<file path="src/rtl/control_unit_pkg.sv">
// Shared constants, state encoding and instruction decode for the multicycle control unit.
package control_unit_pkg;

    localparam logic [6:0] OPC_OP     = 7'b0110011;
    localparam logic [6:0] OPC_OPIMM  = 7'b0010011;
    localparam logic [6:0] OPC_LOAD   = 7'b0000011;
    localparam logic [6:0] OPC_STORE  = 7'b0100011;
    localparam logic [6:0] OPC_BRANCH = 7'b1100011;

    localparam logic [3:0] ALU_ADD = 4'b0000;
    localparam logic [3:0] ALU_AND = 4'b0001;
    localparam logic [3:0] ALU_OR  = 4'b0010;
    localparam logic [3:0] ALU_SUB = 4'b0011;

    localparam int FLAG_ZERO   = 0;
    localparam int FLAG_MSB    = 1;
    localparam int FLAG_OVF    = 2;
    localparam int FLAG_UNUSED = 3;

    typedef enum logic [2:0] {
        S_IDLE, S_FETCH, S_DECODE, S_EXEC, S_MEM, S_WB, S_HALT
    } state_t;

    typedef struct packed {
        logic       legal;
        logic [3:0] cmd;
        logic       src;
    } decode_t;

    // br_valid comes from branch_eval so branch funct3 legality lives in one place.
    function automatic decode_t decode(input logic [6:0] opc, input logic [2:0] f3,
                                       input logic f7_5, input logic br_valid);
        decode_t d;
        d = '{legal: 1'b0, cmd: ALU_ADD, src: 1'b0};
        case (opc)
            OPC_OP: begin
                case (f3)
                    3'b000:  begin d.legal = 1'b1; d.cmd = f7_5 ? ALU_SUB : ALU_ADD; end
                    3'b111:  begin d.legal = 1'b1; d.cmd = ALU_AND; end
                    3'b110:  begin d.legal = 1'b1; d.cmd = ALU_OR;  end
                    default: d.legal = 1'b0;
                endcase
            end
            OPC_OPIMM: begin
                d.legal = (f3 == 3'b000);
                d.src   = 1'b1;
            end
            OPC_LOAD, OPC_STORE: begin
                d.legal = 1'b1;
                d.src   = 1'b1;
            end
            OPC_BRANCH: begin
                d.legal = br_valid;
                d.cmd   = ALU_SUB;
            end
            default: d.legal = 1'b0;
        endcase
        return d;
    endfunction

endpackage

</file>
<file path="src/rtl/control_unit_fsm_branch_eval.sv">
// Combinational branch resolution from funct3 and the ALU flags of a subtract.
module branch_eval
    import control_unit_pkg::*;
(
    input  logic [2:0] funct3,
    input  logic [3:0] alu_flags,
    output logic       taken,
    output logic       valid
);

    logic lt;
    logic flag_unused;

    assign lt          = alu_flags[FLAG_MSB] ^ alu_flags[FLAG_OVF];
    assign flag_unused = alu_flags[FLAG_UNUSED];

    always_comb begin
        taken = 1'b0;
        valid = 1'b1;
        case (funct3)
            3'b000:  taken = alu_flags[FLAG_ZERO];
            3'b001:  taken = !alu_flags[FLAG_ZERO];
            3'b100:  taken = lt;
            3'b101:  taken = !lt;
            default: valid = 1'b0;
        endcase
    end

endmodule

</file>
<file path="src/rtl/control_unit_fsm.sv">
// Multicycle FETCH/DECODE/EXEC/MEM/WB sequencer for the fd datapath.
// Build option: UC_ILLEGAL_TRAP_EN sends illegal instructions to HALT instead of running them as NOPs.
module control_unit_fsm
    import control_unit_pkg::*;
#(
    parameter int CNT_W = 32
) (
    input  logic             clk,
    input  logic             rst_n,
    input  logic             start,
    input  logic [6:0]       opcode,
    input  logic [2:0]       funct3,
    input  logic             funct7_5,
    input  logic [3:0]       alu_flags,
    output logic             pc_load,
    output logic             rf_we,
    output logic             d_mem_we,
    output logic [3:0]       alu_cmd,
    output logic             alu_src,
    output logic             pc_src,
    output logic             rf_src,
    output logic             busy,
    output logic             illegal,
    output logic [CNT_W-1:0] instret
);

    state_t     state;
    logic [6:0] opcode_q;
    logic [2:0] funct3_q;
    logic       ill_q;
    logic       pc_load_q;
    logic       rf_we_q;
    logic       d_mem_we_q;
    logic [2:0] be_funct3;
    logic       be_taken;
    logic       be_valid;
    logic       exec_branch;
    decode_t    dec;

    // Live funct3 is decoded in DECODE; afterwards the latched copy drives branch resolution.
    assign be_funct3 = (state == S_DECODE) ? funct3 : funct3_q;

    branch_eval u_branch_eval (
        .funct3    (be_funct3),
        .alu_flags (alu_flags),
        .taken     (be_taken),
        .valid     (be_valid)
    );

    assign dec         = decode(opcode, funct3, funct7_5, be_valid);
    assign exec_branch = (state == S_EXEC) && !ill_q && (opcode_q == OPC_BRANCH);

    // Write strobes are gated by rst_n so a reset cycle can never commit state.
    assign pc_load  = pc_load_q  & rst_n;
    assign rf_we    = rf_we_q    & rst_n;
    assign d_mem_we = d_mem_we_q & rst_n;
    assign pc_src   = exec_branch & be_taken;

    always_ff @(posedge clk) begin
        if (!rst_n) begin
            state      <= S_IDLE;
            opcode_q   <= '0;
            funct3_q   <= '0;
            ill_q      <= 1'b0;
            pc_load_q  <= 1'b0;
            rf_we_q    <= 1'b0;
            d_mem_we_q <= 1'b0;
            alu_cmd    <= ALU_ADD;
            alu_src    <= 1'b0;
            rf_src     <= 1'b0;
            busy       <= 1'b0;
            illegal    <= 1'b0;
            instret    <= '0;
        end else begin
            if (pc_load_q)
                instret <= instret + {{(CNT_W-1){1'b0}}, 1'b1};
            pc_load_q  <= 1'b0;
            rf_we_q    <= 1'b0;
            d_mem_we_q <= 1'b0;
            rf_src     <= 1'b0;
            case (state)
                S_IDLE: begin
                    if (start) begin
                        state <= S_FETCH;
                        busy  <= 1'b1;
                    end
                end
                S_FETCH: state <= S_DECODE;
                S_DECODE: begin
                    opcode_q <= opcode;
                    funct3_q <= funct3;
                    ill_q    <= !dec.legal;
                    alu_cmd  <= dec.legal ? dec.cmd : ALU_ADD;
                    alu_src  <= dec.legal & dec.src;
`ifdef UC_ILLEGAL_TRAP_EN
                    if (!dec.legal) begin
                        state   <= S_HALT;
                        busy    <= 1'b0;
                        illegal <= 1'b1;
                    end else begin
                        state     <= S_EXEC;
                        pc_load_q <= (opcode == OPC_BRANCH);
                    end
`else
                    state     <= S_EXEC;
                    pc_load_q <= !dec.legal || (opcode == OPC_BRANCH);
`endif
                end
                S_EXEC: begin
                    if (ill_q || opcode_q == OPC_BRANCH) begin
                        state   <= S_FETCH;
                        alu_cmd <= ALU_ADD;
                        alu_src <= 1'b0;
                    end else if (opcode_q == OPC_LOAD || opcode_q == OPC_STORE) begin
                        state      <= S_MEM;
                        d_mem_we_q <= (opcode_q == OPC_STORE);
                        pc_load_q  <= (opcode_q == OPC_STORE);
                    end else begin
                        state     <= S_WB;
                        rf_we_q   <= 1'b1;
                        pc_load_q <= 1'b1;
                    end
                end
                S_MEM: begin
                    if (opcode_q == OPC_LOAD) begin
                        state     <= S_WB;
                        rf_we_q   <= 1'b1;
                        rf_src    <= 1'b1;
                        pc_load_q <= 1'b1;
                    end else begin
                        state   <= S_FETCH;
                        alu_cmd <= ALU_ADD;
                        alu_src <= 1'b0;
                    end
                end
                S_WB: begin
                    state   <= S_FETCH;
                    alu_cmd <= ALU_ADD;
                    alu_src <= 1'b0;
                end
                S_HALT:  state <= S_HALT;
                default: state <= S_IDLE;
            endcase
        end
    end

endmodule

</file>
<file path="config.mk">
export PLATFORM = sky130hd
export DESIGN_NAME = control_unit_fsm
export DESIGN_NICKNAME = d
export VERILOG_FILES = /design/src/rtl/control_unit_pkg.sv /design/src/rtl/control_unit_fsm_branch_eval.sv /design/src/rtl/control_unit_fsm.sv
export SDC_FILE = /design/constraint.sdc
export NUM_CORES = 1
export LEC_CHECK = 0
export CAP_MARGIN = 20
export CELL_PAD_IN_SITES_DETAIL_PLACEMENT = 0
export CELL_PAD_IN_SITES_GLOBAL_PLACEMENT = 1
export CORE_ASPECT_RATIO = 1.75
export CORE_MARGIN = 2
export CORE_UTILIZATION = 30
export CTS_CLUSTER_SIZE = 8
export DETAILED_ROUTE_END_ITERATION = 6
export GPL_TIMING_DRIVEN = 0
export PLACE_DENSITY_LB_ADDON = 0.1
export SYNTH_ARGS = -nofsm -noshare
export SYNTH_HDL_FRONTEND = slang
export SYNTH_SLANG_ARGS = --single-unit
</file>
<file path="constraint.sdc">
create_clock -name clk -period 2.59 [get_ports clk]
set_clock_uncertainty 0.2 [all_clocks]
set_input_delay 0.518 -clock clk [delete_from_list [all_inputs] [get_ports clk]]
set_output_delay 0.518 -clock clk [all_outputs]
set_load 0.005 [all_outputs]
</file>
; After elaboration in Yosys (flattened, before gate mapping)
; Index checks and enable logic that the tools add are counted.
; Widths: inputs -> output; s select.
[word_totals]
output_inout_bits = 44
ff_bits = 56
word_cells = 93
inputBits = 18
[op_classes]
bitwise = 9
n_addsub = 1
reduce_logical = 21
mux = 28
n_eq_ne = 22
[op_table]
columns = op, count
row1 = $add 32x1->32 const B, 1
row2 = $eq 3x3->1 const B, 7
row3 = $eq 7x6->1 const B, 3
row4 = $pmux 3 s7, 1
row5 = $pmux 4 s4, 1
row6 = $eq 7x2->1 const B, 2
row7 = $eq 7x7->1 const B, 2
row8 = $mux 3, 4
row9 = $mux 4, 3
row10 = $pmux 1 s4, 3
row11 = $mux 1, 11
row12 = $logic_not 3->1, 3
row13 = $pmux 4 s2, 1
row14 = $reduce_or 4->1, 2
row15 = $eq 7x5->1 const B, 1
row16 = $eq 3x1->1 const B, 2
row17 = $eq 3x2->1 const B, 2
row18 = $pmux 2 s3, 1
row19 = $reduce_or 3->1, 2
row20 = $and 1x1->1, 5
row21 = $logic_not 1->1, 4
row22 = $ne 2x2->1 const B, 2
row23 = $reduce_and 2->1, 2
row24 = $reduce_bool 4->1, 1
row25 = other kinds (10), 15

; Depth between registers and ports, before layout
[depth]
depth_word = 9
mapped_depth = 7

; By module
; From an unflattened synthesis, not the netlist that was laid out.
[hier_totals]
hier_cells = 329
hier_area_um2 = 2662.6
[modules_own_cells]
columns = mod, seq_area_each_um2, instances, cells_per_inst, area_each_um2
row1 = control_unit_fsm, 1081.0, 1, 321, 2611.3
row2 = branch_eval, 0.0, 1, 8, 51.3

; Worst setup path before layout
; OpenSTA, ideal clock, no wires.
[synth_path]
path_type = register to output
start = register state[1]
end = output pc_src
path_stages_with_launch = 7
n_path_buf = 2
setup_slack_ns = 0.319
arrival_time_ns = 1.553
required_ns = 1.872
path_cell_list = dfxtp_1 or3b_1 clkbuf_1 clkbuf_1 a211oi_1 a211oi_1 nor3_1
[synth_via]
elab_chain_cells = 5
[synth_lines]
columns = element, line_no
row1 = "start, declared", control_unit_fsm.sv:27  ; state_t state;
row2 = "start signal, assigned", control_unit_fsm.sv:61  ; state <= S_IDLE;
row3 = "start signal, assigned", control_unit_fsm.sv:84  ; state <= S_FETCH;
row4 = "start signal, assigned", control_unit_fsm.sv:88  ; S_FETCH: state <= S_DECODE;
row5 = $eq 3x2->1, control_unit_fsm.sv:41  ; assign be_funct3 = (state == S_DECODE) ? funct3 : funct3_q;
row6 = $mux 3, -
row7 = "$eq 3x3->1, or another cell as far along", control_unit_fsm_branch_eval.sv:20  ; case (funct3)
row8 = $pmux 1 s4, control_unit_fsm_branch_eval.sv:20
row9 = $and 1x1->1 *, control_unit_fsm.sv:57  ; assign pc_src = exec_branch & be_taken;
row10 = "end, declared", control_unit_fsm.sv:20  ; output logic pc_src,
; Every way passes the cells marked *; elsewhere a longest branch is shown, timed or not.

; Worst setup path after layout
; Same ends and word-level chain as after synthesis.

==> metrics.md <==
| Metric | Value |
|---|---|
| Clk slew on worst S/H paths | 70 ps |
| DP HPWL | approximately 5.7 mm |
| Ys flop type | dfxtp_1 |
| Clock buffer depth | 2 |
| Total GRT Usage | 16.57% |
| Worst Path Max Fanout | 6 |
| Clk_lat worst skew | 290 ps |
| Total number of vias | 2577 |
| Synth warn | 0 |
| Crit path kind | reg2out |
| Row count | 45 |
| Antenna violations before repair | 0 |
| CP Capture Type | output pin |
| Clk sinks | 54 |
| CP Data Arrival Time | 1880 ps |
| Post-Place Cells | 500 |
| Share of flip-flops with an asynchronous set or reset | 0% |
| Worst-Margin Slew | 824.9 ps |
| Final Instance Area | between 3000 and 4000 um^2 |
| Final setup violation count | 1 |
| Setup slack at placement | -639.0 ps |
| Outcome | complete, but fails checks |
| N_diodes | 0 |
| Drt pass-1 iters | 4 |
| First-pass GRT wire length | 12.32 mm |
| Startpoint types | flip-flop |
| Depth of the worst register-to-register path | 6 |
| Most frequent cells in the layout | clkdlybuf4s50_1 (54), dfxtp_1 (53), a21oi_1 (33) |
| Top cells by area, synth | dfxtp_1 (40%), a21oi_1 (6.1%), nand2_1 (4.3%) |
| Drt wl/cell | 14.77 um |
| Synthesized area per cell | 8.299 um^2 |
| Die width | 75.57 um |
| Post-Route WL | between 7 and 8 mm |
| Final period util | 100.4% |
| Post-route insts no fill | 506 |
| Residual DRC | 0 |
| Top cell type by total area after synthesis | dfxtp_1 |
| Cells on Worst Hold Path | 2 |
| Placement Cell Area | approximately 3400 um^2 |
| Worst r2r src | instret[0] |
| Post-synth EDFFs | 0 |
| Total leakage power | 1.169 nW |
| Fmax | 0.3845 GHz |
| MaxCap Viol Count | 0 |
| Post-synth top area share | 40.20% |
| Min-delay src | opcode_q[1] |
| GP Congestion | 0.7476 |
| R2R setup slack | 190 ps |
| Top-Level Pins | 62 |
| Synth cell types | 53 |
| Port-buffer cells | 57 |
| Layout cells sized above 1 | 9.769% |
| Vert. Die Dim | 129.2 um |
| ANT nets after route | 0 |
| Unrepaired setup endpoints after global routing | true |
| Pwr dens | 481.3 nW/um^2 |
| Slew Limit Fails | 0 |
| Initial DRC Count | 126 |
| CTS root buffer | clkbuf_16 |
| Initial Util | 31.01% |
| Data required, critical path | 1870 ps |
| Post-Syn Area | 2689 um^2 |
| Vias in the first global route | approximately 2400 |
| Gr ovfl total | 0 |
| Most common cell after layout, fill and taps aside | clkdlybuf4s50_1 |
| Die ar. | between 9000 and 10000 um^2 |
| Area grow syn2layout | 34.85% |
| Failing checks | setup timing |
| Post-synthesis sequential area ratio | 40.20% |
| Hold Crit Endpoint | opcode_q[1] |
| Max-slew headroom | 44.87% |
| FF-to-FF End | instret[26] |
| Via/cell ratio | 5.093 |
| Setup ws final | -10.90 ps |
| Core area | 8671 um^2 |
| Fin crit period | 2601 ps |
| Register bit count reported by yosys | 54 |
| Worst hold path type | reg2reg |
| Largest net degree at the start of global routing | 15 |
| Fin. Hold Viols | 0 |
| VDD IR max | 0.2701 mV |
| Number of nets in the layout | 408 |
| Htree depth | 2 |
| Total CTS buffers | 5 |
| Synth Instances | 324 |
| CTS tree | done |
==> metrics by stage <==
step           hold slack [ps]  TNS [ps]  utilization (%)  total power, mW
3_3_place_gp             249.2     -2214            39.37            1.088
4_1_cts                  266.7         0            41.39            1.758
3_5_place_dp             258.5     -2199            39.37            1.089
2_1_floorplan            239.7         0                -            1.006
5_1_grt                  283.8    -69.93            41.82            1.833
6_report                 267.1    -10.90            41.82            1.745
==> critical path, cell delays in order (launching register included) <==
cell	delay, ps
dfxtp_4	370
or3b_4	410
buf_4	170
mux2_2	270
a211oi_2	170
nor3_2	70
buf_2	130
==> area by class of cell <==
| class | instances | area, um^2 |
|---|---|---|
| buffer | 18 | 123.9 |
| clock buffer | 7 | 132.6 |
| fill | 938 | 5045 |
| inverter | 11 | 41.29 |
| multi-input combinational | 241 | 1525 |
| sequential | 54 | 1085 |
| tap | 117 | 146.4 |
| timing repair buffer | 58 | 571.8 |
==> worst max-delay path by stage <==
stage,start,endpoint,slack (ps),depth (start not counted)
final,state[1],pc_src,-10,6
after global routing,state[1],pc_src,-70,6
after CTS,state[1],pc_src,20,6
after detailed placement,funct3[2],pc_src,-640,6
after global placement,funct3[2],pc_src,-600,6
after floorplan,state[1],pc_src,320,6
==> cells in the mapped netlist (all sizes together) (2+ instances only) <==
master   instances
dfxtp           54
a21oi           33
nand2           31
nor2            23
o21ai           14
or3             13
clkbuf          12
inv             11
nand3           11
or4             11
nor3            10
nand4            9
o31ai            9
buf              8
xnor2            7
a211oi           6
and2             5
mux2i            4
nand2b           4
nor3b            4
nor4b            4
o22ai            4
xor2             4
and4             3
nand3b           3
nand4bb          3
o21a             3
a2111oi          2
a31oi            2
and3             2
nor4             2
or3b             2
==> metal layers <==
metal	up-vias	global-route usage, %	part of all wire (%)	wire length, um
li1	1314	-	-	-
met1	1204	18.56	39	2927
met2	51	30.54	56	4176
met3	8	2.488	3.3	247
met4	0	5.882	1.6	121
met5	-	0	0	0
==> power breakdown <==
group          total [mW]  internal (mW)  switching [mW]
combinational       0.218          0.104           0.113
sequential          0.875          0.853          0.0228
clock               0.652          0.355           0.297
==> state kept, by name, indices dropped and copies added (netlist names), 2 cells and up <==
signal and cells:
instret 32, opcode_q 7, funct3_q 3, state 3, alu_cmd 2
==> timing repair <==
action                                  CTS  global route
resized for setup                        21            12
pin swaps                                 2             3
hold buffers                              0             0
setup buffers                             0             1
endpoints found under the setup margin    4             5
==> cells by family after synthesis <==
family	Yosys count	synth area share, %
buffers and inverters	31	5.444
and+or+nand+nor	144	31.22
muxes	5	1.908
other	1	0.1395
DFF	54	40.20
xor gates and xnor gates	11	3.583
adders and majority gates	1	0.4653
AOI/OAI and AO/OA	77	17.03
Power figures use the tool's default switching activity.
